===== config.mk =====
export PLATFORM = sky130hd
export DESIGN_NAME = live_sample_sequencer
export DESIGN_NICKNAME = d
export VERILOG_FILES = /design/src/rtl/live_sample_sequencer.sv
export SDC_FILE = /design/constraint.sdc
export NUM_CORES = 1
export LEC_CHECK = 0
export CAP_MARGIN = 15
export CORE_ASPECT_RATIO = 1.4
export CORE_MARGIN = 5
export CORE_UTILIZATION = 60
export DETAILED_ROUTE_END_ITERATION = 10
export GPL_TIMING_DRIVEN = 0
export HOLD_SLACK_MARGIN = 0.06
export MAX_ROUTING_LAYER = met4
export PLACE_DENSITY = 0.85
export SLEW_MARGIN = 10
export SYNTH_ARGS = -nofsm -noshare
export SYNTH_HDL_FRONTEND = slang
export SYNTH_SLANG_ARGS = --single-unit

===== constraint.sdc =====
create_clock -name clk -period 8 [get_ports clk]
set_clock_uncertainty 0.15 [all_clocks]
set_input_delay 1.2 -clock clk [delete_from_list [all_inputs] [get_ports clk]]
set_output_delay 1.2 -clock clk [all_outputs]
set_load 0.02 [all_outputs]

===== src/rtl/live_sample_sequencer.sv =====
// LIVE-gated snapshot RAM write sequencer: holdoff, periodic write strobes,
// one-shot or circular addressing, and sticky status for register readback.
module live_sample_sequencer #(
    parameter int ADDR_W  = 12,
    parameter int TIMER_W = 17,
    parameter int HOLD_W  = 16,
    parameter int CNT_W   = 24
) (
    input  logic               clk,
    input  logic               reset,
    input  logic               LIVE,
    input  logic [TIMER_W-1:0] interval,
    input  logic [ADDR_W-1:0]  max,
    input  logic [HOLD_W-1:0]  holdoff,
    input  logic               circular,
    output logic               wr_ena,
    output logic [ADDR_W-1:0]  wr_addr,
    output logic               busy,
    output logic               done,
    output logic               wrapped,
    output logic [CNT_W-1:0]   wr_count
);

    typedef enum logic [1:0] {S_IDLE, S_HOLD, S_RUN, S_DONE} state_t;

    state_t             state_q, state_d;
    logic               live_d;
    logic [TIMER_W-1:0] timer_q;
    logic [TIMER_W-1:0] ilast_q;
    logic [HOLD_W-1:0]  hcnt_q;
    logic [HOLD_W-1:0]  hold_q;
    logic [ADDR_W-1:0]  alast_q;
    logic [ADDR_W-1:0]  nxt_q;
    logic               circ_q;

    logic rise, tick_end, hold_end, issue, last_wr;

    // alast_q = max-1 at ADDR_W bits, so max=0 naturally yields the full depth
    always_comb begin
        rise     = LIVE & ~live_d;
        tick_end = (timer_q == ilast_q);
        hold_end = (hcnt_q == hold_q - HOLD_W'(1));
        issue    = (state_q == S_RUN) && LIVE && tick_end;
        last_wr  = (nxt_q == alast_q);
    end

    always_comb begin
        state_d = state_q;
        if (!LIVE) begin
            state_d = S_IDLE;
        end else begin
            case (state_q)
                S_IDLE: if (rise) state_d = (holdoff != '0) ? S_HOLD : S_RUN;
                S_HOLD: if (hold_end) state_d = S_RUN;
                S_RUN:  if (issue && last_wr && !circ_q) state_d = S_DONE;
                S_DONE: state_d = S_DONE;
                default: state_d = S_IDLE;
            endcase
        end
    end

    always_ff @(posedge clk or negedge reset) begin
        if (!reset) begin
            state_q <= S_IDLE;
            live_d  <= 1'b1;
        end else begin
            state_q <= state_d;
            live_d  <= LIVE;
        end
    end

    always_ff @(posedge clk or negedge reset) begin
        if (!reset) begin
            hcnt_q  <= '0;
            timer_q <= '0;
        end else begin
            hcnt_q  <= (state_q == S_HOLD && state_d == S_HOLD) ? hcnt_q + HOLD_W'(1) : '0;
            if (state_q == S_RUN && state_d == S_RUN)
                timer_q <= tick_end ? '0 : timer_q + TIMER_W'(1);
            else
                timer_q <= '0;
        end
    end

    // run configuration is frozen on the LIVE rising edge
    always_ff @(posedge clk or negedge reset) begin
        if (!reset) begin
            ilast_q <= '0;
            hold_q  <= '0;
            alast_q <= '0;
            circ_q  <= 1'b0;
        end else if (rise) begin
            ilast_q <= (interval == '0) ? '0 : interval - TIMER_W'(1);
            hold_q  <= holdoff;
            alast_q <= max - ADDR_W'(1);
            circ_q  <= circular;
        end
    end

    always_ff @(posedge clk or negedge reset) begin
        if (!reset) begin
            wr_ena   <= 1'b0;
            wr_addr  <= '0;
            nxt_q    <= '0;
            done     <= 1'b0;
            wrapped  <= 1'b0;
            wr_count <= '0;
        end else begin
            wr_ena <= issue;
            if (!LIVE || rise) begin
                wr_addr <= '0;
                nxt_q   <= '0;
            end else if (issue) begin
                wr_addr <= nxt_q;
                nxt_q   <= last_wr ? '0 : nxt_q + ADDR_W'(1);
            end
            if (rise) begin
                done     <= 1'b0;
                wrapped  <= 1'b0;
                wr_count <= '0;
            end else if (issue) begin
                if (wr_count != '1) wr_count <= wr_count + CNT_W'(1);
                if (last_wr && !circ_q) done <= 1'b1;
                // address 0 after at least one earlier write means we came round
                if (circ_q && nxt_q == '0 && wr_count != '0) wrapped <= 1'b1;
            end
        end
    end

    assign busy = (state_q == S_HOLD) || (state_q == S_RUN);

endmodule


==> results.ini, run 1 <==
[synth]
ys_ff_latch=133
ys_seq_area_frac=0.449
synth_top_cell_area_share=0.446
yosys_most_used_dff=dfrtp_1
synth_top_cell_by_area=dfrtp_1
yosysUniqueCellTypes=54
avgSynthCellArea_um2=9.06
syn_nets=880
ys_top_cells_by_area=dfrtp_1 45%, xor2_1 7.2%, xnor2_1 6.9%
netlist_area_um2=7410
synthArstFlopShare=1.00
syn_inst=818
synth_warnings=0
netlist_top_cells_count=132 x dfrtp_1, 130 x nand2_1, 61 x xor2_1
synth_edf_count=0
yosysMostFrequentCell=dfrtp_1

[final_layout]
drive_gt1_frac=0.0543
insertedDiodeCount=0
n_fill_cell=888
regArea_um2=3330
multi_input_area_um2=3850
utilization=0.745
area_growth_pct=23.1
final_nets=988

[die]
core_area_um2=12300
die_w_um=104
die_h_um=141
io_pins=89
num_rows=48
start_util=0.605
die-area_um2=14700

[hold_path]
hp-class=flip-flop to flip-flop

[power_and_ir_drop]
max-vdd-ir-drop_mv=0.159
p_clk_frac=0.433
power.leakage_nw=3.96
p_sw_frac=0.270
p_switching_mw=0.498
p_per_area_nw_per_um2=202
power_mw=1.84
p_comb_frac=0.163
seq_power_share=0.404
power.internal_mw=1.34

[routing]
maxUsedRoutingLayer=met4
dr.first_iter.drc_count=335
wl_mm=18.6
via_count=6484
wl_met2_mm=9.90
wl_per_cell_um=17.1
drt_first_pass_iters=6
drc=0
met1_length_mm=7.25
via_per_inst=5.95
ant_nets=0
wl_met3_um=934

[placed_design]
hpwl_mm=13.3
place.port_buffers=88
dp_worst_setup_slack_ns=3.69
gp_congestion=0.898

[worst_setup_path]
worst-setup-path-type=input pin to flip-flop
crit_arrival_ns=4.00
cp_num_buf_inv=2
cp-start-kind=input pin
crit_family=simple AND/OR/NAND/NOR gates
critPathSlowestCell=or3b_2
cp_common_cell=or3_1
endpoint_kind=flip-flop
required_ns=8.14
crit_fanout=10
path_cells=clkdlybuf4s50_1 > or3_1 > or3b_2 > or3_1 > or3_1 > o21ai_2 > clkbuf_2 > o21ai_0
critPathMaxStageDelay_ns=0.49

[clocking]
clk_path_buf_depth=2
numCtsBuffers=17
cts_setup_buffers=0
htreeDepth=4
clkTransAtPathRegs_ns=0.06
cts_root_buffer=clkbuf_16
clock-sinks=133
cts_tree=yes
clkLatencyLatePin_ns=0.42
cts_resized=0
holdBufCountCts=0

[outcome]
run_status=completed

[grt]
grt_overflow_total=0
track_usage=0.267
grt_pass1_vias=6610
grt_max_degree=74
antenna_found_initial=0
grt_pass1_wl_mm=31.6

[timing]
hold_violations=0
setup_tns_ns=0
drv_slew=0
layout_setup_ws_ns=4.14
slew_headroom=0.353
max_freq_mhz=259
finalCritPeriodShare=0.482
rsz0062_at_grt=false
min_period_ns=3.86
setup_violations=0
worst_pin_slew_ns=0.965

[run]
drv_cap=0

==> per-layer routing <==
layer,global-route usage,vias to the layer above
met4,0.105,0
met2,0.466,222
met5,-,-
met3,0.0446,38
met1,0.306,3184
li1,-,3040
==> sequential cells by signal (all words and copies together), names as in the netlist <==
signal and count:
hold_q 16, wrapped 1, wr_ena 1, nxt_q 12, timer_q 17, circ_q 1
done 1, state_q 2, ilast_q 17, live_d 1, wr_count 24, hcnt_q 16
alast_q 12, wr_addr 12
==> logic make-up (layout without fill, tap and decap cells) <==
logic type	count (synthesis)	count (layout)	synth area share
buf+inv	57	178	0.0312
compound gates	102	102	0.0868
flops	133	133	0.449
simple gates	391	391	0.266
fa+ha+maj	13	13	0.0220
mux	3	3	0.00405
xor+xnor	119	119	0.141
==> power by group through the flow <==
stage          Combinational, mW  Clock, mW  Sequential [mW]
2_1_floorplan              0.187          0            0.746
3_3_place_gp               0.281          0            0.754
3_5_place_dp               0.290          0            0.755
4_1_cts                    0.299      0.800            0.744
5_1_grt                    0.331      0.831            0.749
6_report                   0.300      0.799            0.745
==> worst register-to-register path, delay by kind of cell, from the launching register on <==
kind,cells,cell delay [ns]
compound gates,3,0.89
flops,1,0.43
simple gates,4,1.31
buf+inv,2,0.42
fa+ha+maj,1,0.26
==> per-stage QoR <==
stage,instances,hold slack [ns],cell area [µm²]
2_1_floorplan,818,0.310,7410
3_3_place_gp,1056,0.321,8480
3_5_place_dp,1057,0.332,8510
4_1_cts,1089,0.350,9120
5_1_grt,1089,0.380,9120
6_report,1089,0.349,9120
==> final cells by class <==
type / count / area share
Inverter: 22 / 0.00905
Sequential cell: 133 / 0.365
Buffer: 35 / 0.0163
Clock buffer: 25 / 0.0576
Tap cell: 150 / 0.0206
Multi-Input combinational cell: 628 / 0.422
Timing Repair Buffer: 89 / 0.0997
Clock inverter: 7 / 0.0100
==> layout by cell type (no fill, tap or decap), types with 3 or more instances in the layout <==
cell type	Yosys	routed
dfrtp_1	132	132
nand2_1	130	130
clkdlybuf4s50_1	0	87
xor2_1	61	61
xnor2_1	58	58
o21ai_0	51	51
nor2_1	48	48
nand3_1	38	38
nor3_1	37	37
nor4_1	28	28
clkbuf_1	27	28
and3_1	28	28
inv_1	22	22
and2_1	21	21
clkbuf_16	0	17
nand4_1	14	14
ha_1	13	13
or3_1	11	11
a21oi_1	10	10
a21boi_0	10	10
or4_1	8	8
nand2b_1	7	7
o31ai_1	7	7
clkbuf_8	0	7
nor3b_1	4	4
nor2b_1	4	4
buf_2	3	3
o21a_1	3	3
mux2i_1	3	3
and4_1	3	3
a31oi_1	3	3
o211ai_1	3	3
clkinv_2	0	3
==> path summary, 6_finish.rpt <==
path	startpoint	to	slack (ns)	depth (start not counted)
setup / recovery	interval[3]	ilast_q[10]	4.14	8
hold / removal	wrapped	wrapped	0.35	2
setup reg to reg	hold_q[0]	hcnt_q[8]	4.42	10
hold reg to reg	wrapped	wrapped	0.35	2
max in group asynchronous	reset	live_d	6.33	2
min in group asynchronous	reset	wr_count[5]	0.61	1
No activity file was read; power rests on OpenSTA's default activity.
==> run 2: changes to the inputs <==
Settings changed: CORE_UTILIZATION 60 to 51, PLACE_DENSITY 0.85 to 0.77.
Clock period 8 ns to 3.4 ns, I/O delays scaled along.
==> run 2 against run 1 <==
Compared with the run above: power up 130%; final cell count increased by 3.8%; register-to-register slack got worse by 4.3 ns; cell area grew 0.23%; non-clock buffer count up 2; critical path depth did not move; worst setup slack worse by 4.0 ns; first-iteration DRC count down 3.9%.
==> results.ini, run 2 (synthesized netlist as in run 1, its figures left out) <==
[grt]
grt_max_degree=73  ; was 74
antenna_found_initial=0  ; unchanged
grt_pass1_vias=6534  ; was 6610
grt_pass1_wl_mm=31.8  ; was 31.6 mm
track_usage=0.234  ; was 0.267
grt_overflow_total=0  ; unchanged

[final_layout]
final_common_cell=dfrtp_1  ; unchanged
drive_gt1_frac=0.0606  ; was 0.0543
reg.largest.list=wr_count x24, ilast_q x17, timer_q x17  ; unchanged
final_cell_mix=132 x dfrtp_1, 130 x nand2_1, 87 x clkdlybuf4s50_1  ; unchanged
largest_reg_flops=24  ; unchanged
insertedDiodeCount=0  ; unchanged
final_nets=990  ; was 988
stdcell_area_um2=9140  ; was 9120 µm²
area_growth_pct=23.4  ; was 23.1%
largest_register=wr_count  ; unchanged

[placed_design]
gp_congestion=0.897  ; was 0.898
hpwl_mm=13.6  ; was 13.3 mm
place.port_buffers=88  ; unchanged
post_dp_cell_area_um2=8550  ; was 8510 µm²

[clocking]
clk_path_buf_depth=2  ; unchanged
cts_tree=yes  ; unchanged
htreeDepth=4  ; unchanged
clock-sinks=133  ; unchanged
numCtsBuffers=17  ; unchanged
clkTransAtPathRegs_ns=0.06  ; about the same
clkLatencyLatePin_ns=0.43  ; was 0.42 ns
cts_root_buffer=clkbuf_16  ; unchanged

[timing]
worst_pin_slew_ns=1.04  ; was 0.965 ns
rsz0062_at_grt=false  ; unchanged
hold_violations=0  ; unchanged
slew_headroom=0.301  ; was 0.353
max_freq_mhz=308
finalCritPeriodShare=0.955
drv_slew=0  ; unchanged
setup_tns_ns=0  ; unchanged
setup_violations=0  ; unchanged
min_period_ns=3.25

[worst_setup_path]
crit_family=simple AND/OR/NAND/NOR gates  ; unchanged
cp_common_cell=or3_1  ; unchanged
critPathMaxStageDelay_ns=0.50  ; was 0.49 ns
critPathSlowestCell=or3b_2  ; unchanged
endpoint_kind=flip-flop  ; unchanged
cp-start-kind=input pin  ; unchanged
worst-setup-path-type=input pin to flip-flop  ; unchanged
cp_num_buf_inv=2  ; unchanged
path_cells=clkdlybuf4s50_1 > or3_1 > or3b_2 > or3_1 > or3_1 > o21ai_2 > clkbuf_2 > o21ai_0  ; unchanged
crit_arrival_ns=3.38  ; was 4.00 ns
required_ns=3.54  ; was 8.14 ns
crit_fanout=10  ; unchanged

[routing]
drt_first_pass_iters=5  ; was 6
wl_mm=18.6  ; about the same
ant_nets=0  ; unchanged
via_per_inst=5.58  ; was 5.95
drc=0  ; unchanged
dr.first_iter.drc_count=322  ; was 335
wl_per_cell_um=16.5  ; was 17.1 µm
via_count=6305  ; was 6484

[power_and_ir_drop]
p_per_area_nw_per_um2=455  ; was 202 nW/µm²
power.leakage_nw=3.92  ; was 3.96 nW
max-vdd-ir-drop_mv=0.299  ; was 0.159 mV

[die]
core_area_um2=14400  ; was 12300 µm²
die_h_um=153  ; was 141 µm
start_util=0.515  ; was 0.605
num_rows=52  ; was 48
die-area_um2=17100  ; was 14700 µm²
io_pins=89  ; unchanged
die_w_um=112  ; was 104 µm

[outcome]
run_status=completed  ; unchanged

[hold_path]
hp-class=flip-flop to flip-flop  ; unchanged

[run]
drv_cap=0  ; unchanged

[run 2: cell types whose count changed in the layout (fill, tap and decap cells not counted), sizes merged]
cell / delta
buf: +1
bufinv: -1
clkbuf: -7
clkinv: +2
clkinvlp: +6
dlygate4sd3: +1
[run 2: report_power, final]
part	total [mW]	switching [mW]	leakage (nW)	internal, mW
clock	1.72	0.704	0.255	1.01
combinational	0.692	0.408	1.89	0.285
sequential	1.75	0.0818	1.78	1.67
total	4.16	1.19	3.92	2.97
[run 2: path summary, 6_finish.rpt]
path	from	endpoint	slack, ns	cells after the start
worst max-delay path	interval[4]	ilast_q[9]	0.15	8
worst min-delay path	alast_q[0]	alast_q[0]	0.35	2
worst max register to register	hold_q[0]	timer_q[15]	0.17	10
worst min register to register	alast_q[0]	alast_q[0]	0.35	2
max in group asynchronous	reset	live_d	1.84	3
min in group asynchronous	reset	wr_count[2]	0.49	2
[run 2: worst register-to-register path: cells and delay by family (launching register included)]
| family | cells | cell delay [ns] |
|---|---|---|
| compound gates | 4 | 1.02 |
| fa+ha+maj | 1 | 0.22 |
| flops | 1 | 0.45 |
| simple gates | 3 | 1.03 |
| buf+inv | 2 | 0.30 |
[run 2: stage by stage]
step	worst slack (ns)	hold slack [ns]	util	total power, mW	instances
floorplan	0.499	0.0644	-	2.20	818
global placement	-3.57	0.326	0.593	2.44	1095
detailed placement	-0.233	0.341	0.595	2.45	1096
CTS	0.0888	0.353	0.634	4.16	1129
global route	0.0256	0.375	0.636	4.33	1130
finish	0.152	0.346	0.636	4.16	1130
[run 2: cell type report]
type / count / area, µm²
Clock inverter: 14 / 113
Sequential cell: 133 / 3330
Clock buffer: 18 / 439
Fill cell: 1209 / 5240
Tap cell: 189 / 236
Buffer: 35 / 149
Multi-Input combinational cell: 628 / 3870
Timing Repair Buffer: 91 / 927
Inverter: 22 / 82.6
[run 2: layer usage]
layer,up-vias,global-route usage,wire length (µm)
li1,3045,-,-
met1,3052,0.283,7950
met2,169,0.384,9370
met3,39,0.0421,875
met4,0,0.102,422
met5,-,-,0
[run 2: repair_timing]
action                                 in CTS  in global routing
buffers inserted                            0                  1
pin swaps                                   0                  1
cloned                                      0                  0
hold buffers                                1                  0
endpoints found under the hold margin      61                  0
setup endpoints to repair                  10                 20
gates resized for setup                     1                  4
==> run 3: changes to the inputs <==
Settings changed: CORE_MARGIN 5 to 1.
==> run 3 against run 2 <==
Compared with the run above: clock-buffer cell count grew 1; die area shrank 12%; final cell count shrank 0.35%; clock power grew 8%; sequential power is essentially flat; register-to-register slack is essentially flat; largest power group is now the clock network.
==> results.ini, run 3 (synthesized netlist as in run 1, its figures left out) <==
[outcome]
run_status=completed  ; unchanged

[power_and_ir_drop]
power_mw=4.31  ; was 4.16 mW
p_per_area_nw_per_um2=468  ; was 455 nW/µm²
power.leakage_nw=3.96  ; was 3.92 nW
max-vdd-ir-drop_mv=0.345  ; was 0.299 mV

[routing]
dr.first_iter.drc_count=327  ; was 322
drt_first_pass_iters=4  ; was 5
via_count=6299  ; was 6305
wl_per_cell_um=16.0  ; was 16.5 µm
wl_mm=18.0  ; was 18.6 mm
via_per_inst=5.59  ; was 5.58
drc=0  ; unchanged
ant_nets=0  ; unchanged

[hold_path]
hold_path_depth=2  ; unchanged
hp-class=flip-flop to flip-flop  ; unchanged

[final_layout]
final_cell_mix=132 x dfrtp_1, 130 x nand2_1, 87 x clkdlybuf4s50_1  ; unchanged
n_fill_cell=1198  ; was 1209
largest_register=wr_count  ; unchanged
largest_reg_flops=24  ; unchanged
stdcell_area_um2=9200  ; was 9140 µm²
area_growth_pct=24.2  ; was 23.4%
reg.largest.list=wr_count x24, ilast_q x17, timer_q x17  ; unchanged
drive_gt1_frac=0.0606  ; unchanged
final_common_cell=dfrtp_1  ; unchanged
insertedDiodeCount=0  ; unchanged
final_nets=990  ; unchanged

[clocking]
htreeDepth=4  ; unchanged
clk_path_buf_depth=2  ; unchanged
clock-sinks=133  ; unchanged
clkLatencyLatePin_ns=0.42  ; was 0.43 ns
numCtsBuffers=17  ; unchanged
cts_tree=yes  ; unchanged
clkTransAtPathRegs_ns=0.06  ; about the same
cts_root_buffer=clkbuf_16  ; unchanged

[grt]
grt_pass1_vias=6415  ; was 6534
antenna_found_initial=0  ; unchanged
grt_overflow_total=0  ; unchanged
grt_pass1_wl_mm=30.4  ; was 31.8 mm
track_usage=0.264  ; was 0.234
grt_max_degree=75  ; was 73

[placed_design]
hpwl_mm=13.1  ; was 13.6 mm
place.port_buffers=88  ; unchanged
post_dp_cell_area_um2=8550  ; about the same
gp_congestion=0.863  ; was 0.897

[timing]
slew_headroom=0.388  ; was 0.301
hold_violations=0  ; unchanged
drv_slew=0  ; unchanged
min_period_ns=3.23  ; was 3.25 ns
setup_violations=0  ; unchanged
finalCritPeriodShare=0.951  ; was 0.955
worst_pin_slew_ns=0.912  ; was 1.04 ns
max_freq_mhz=309  ; was 308 MHz
rsz0062_at_grt=false  ; unchanged

[die]
die_h_um=145  ; was 153 µm
start_util=0.528  ; was 0.515
io_pins=89  ; unchanged
die_w_um=104  ; was 112 µm
num_rows=51  ; was 52
die-area_um2=15000  ; was 17100 µm²
core_area_um2=14000  ; was 14400 µm²

[worst_setup_path]
worst-setup-path-type=flip-flop to flip-flop  ; was input pin to flip-flop
cp-start-kind=flip-flop  ; was input pin
required_ns=3.60  ; was 3.54 ns
endpoint_kind=flip-flop  ; unchanged
crit_arrival_ns=3.44  ; was 3.38 ns
crit_fanout=10  ; unchanged
r2r_cells=10  ; unchanged

[run]
drv_cap=0  ; unchanged

run 3: cell count changes in the layout (fill, tap and decap cells not counted), sizes merged:
cell      previous run  this run
bufinv               1         3
clkbuf              47        48
clkinvlp             7         4
run 3: stage by stage:
| step | std cells | setup WS [ns] | util | hold WS [ns] | TNS [ns] |
|---|---|---|---|---|---|
| global placement | 1091 | -3.51 | 0.607 | 0.325 | -466.57 |
| CTS | 1125 | 0.0710 | 0.653 | 0.351 | 0 |
| finish | 1126 | 0.167 | 0.656 | 0.347 | 0 |
| global route | 1126 | 0.0144 | 0.656 | 0.371 | 0 |
| detailed placement | 1092 | -0.220 | 0.609 | 0.336 | -3.20 |
| floorplan | 818 | 0.499 | - | 0.0644 | 0 |
run 3: final timing paths:
path	slack (ns)	startpoint	endpoint
setup / recovery	0.17	hold_q[0]	timer_q[8]
setup reg to reg	0.17	hold_q[0]	timer_q[8]
hold reg to reg	0.35	ilast_q[8]	ilast_q[8]
hold / removal	0.35	ilast_q[8]	ilast_q[8]
min in group asynchronous	0.47	reset	wr_count[3]
max in group asynchronous	1.85	reset	hcnt_q[15]
run 3: final cells by class:
type                       instances  area (µm²)  share of cell area
multi-input combinational        628        3880               0.422
tap                              185         231              0.0252
clock buffer                      19         443              0.0481
timing repair buffer              91         927               0.101
buffer                            35         149              0.0162
inverter                          22        82.6             0.00897
sequential                       133        3330               0.362
clock inverter                    13         158              0.0171
run 3: metal layers:
layer / vias to the layer above / routed length, µm / track usage
li1: 3053 / - / -
met2: 141 / 9390 / 0.460
met1: 3072 / 7530 / 0.298
met4: 0 / 535 / 0.130
met3: 33 / 583 / 0.0401
met5: - / 0 / -
run 3: timing repair:
| action | 4_1_cts | 5_1_grt |
|---|---|---|
| setup buffers | 0 | 1 |
| gates resized for setup | 1 | 6 |
| hold buffers | 1 | 0 |
| endpoints found under the setup margin | 20 | 23 |
| hold endpoints to repair | 59 | 0 |
| pin swaps | 0 | 2 |
run 3: worst max-delay path, cell delays in order (launching register included):
cell       delay, ns
dfrtp_1         0.44
inv_1           0.11
ha_1            0.27
or3b_2          0.55
nor4_1          0.28
o2111ai_1       0.19
o41a_1          0.51
nor4b_4         0.23
buf_4           0.18
buf_6           0.13
and2_1          0.12
run 3: report_power, final:
part / leakage (nW) / internal [mW] / switching (mW)
Clock: 0.285 / 1.17 / 0.691
Combinational: 1.89 / 0.286 / 0.414
Sequential: 1.78 / 1.67 / 0.0802
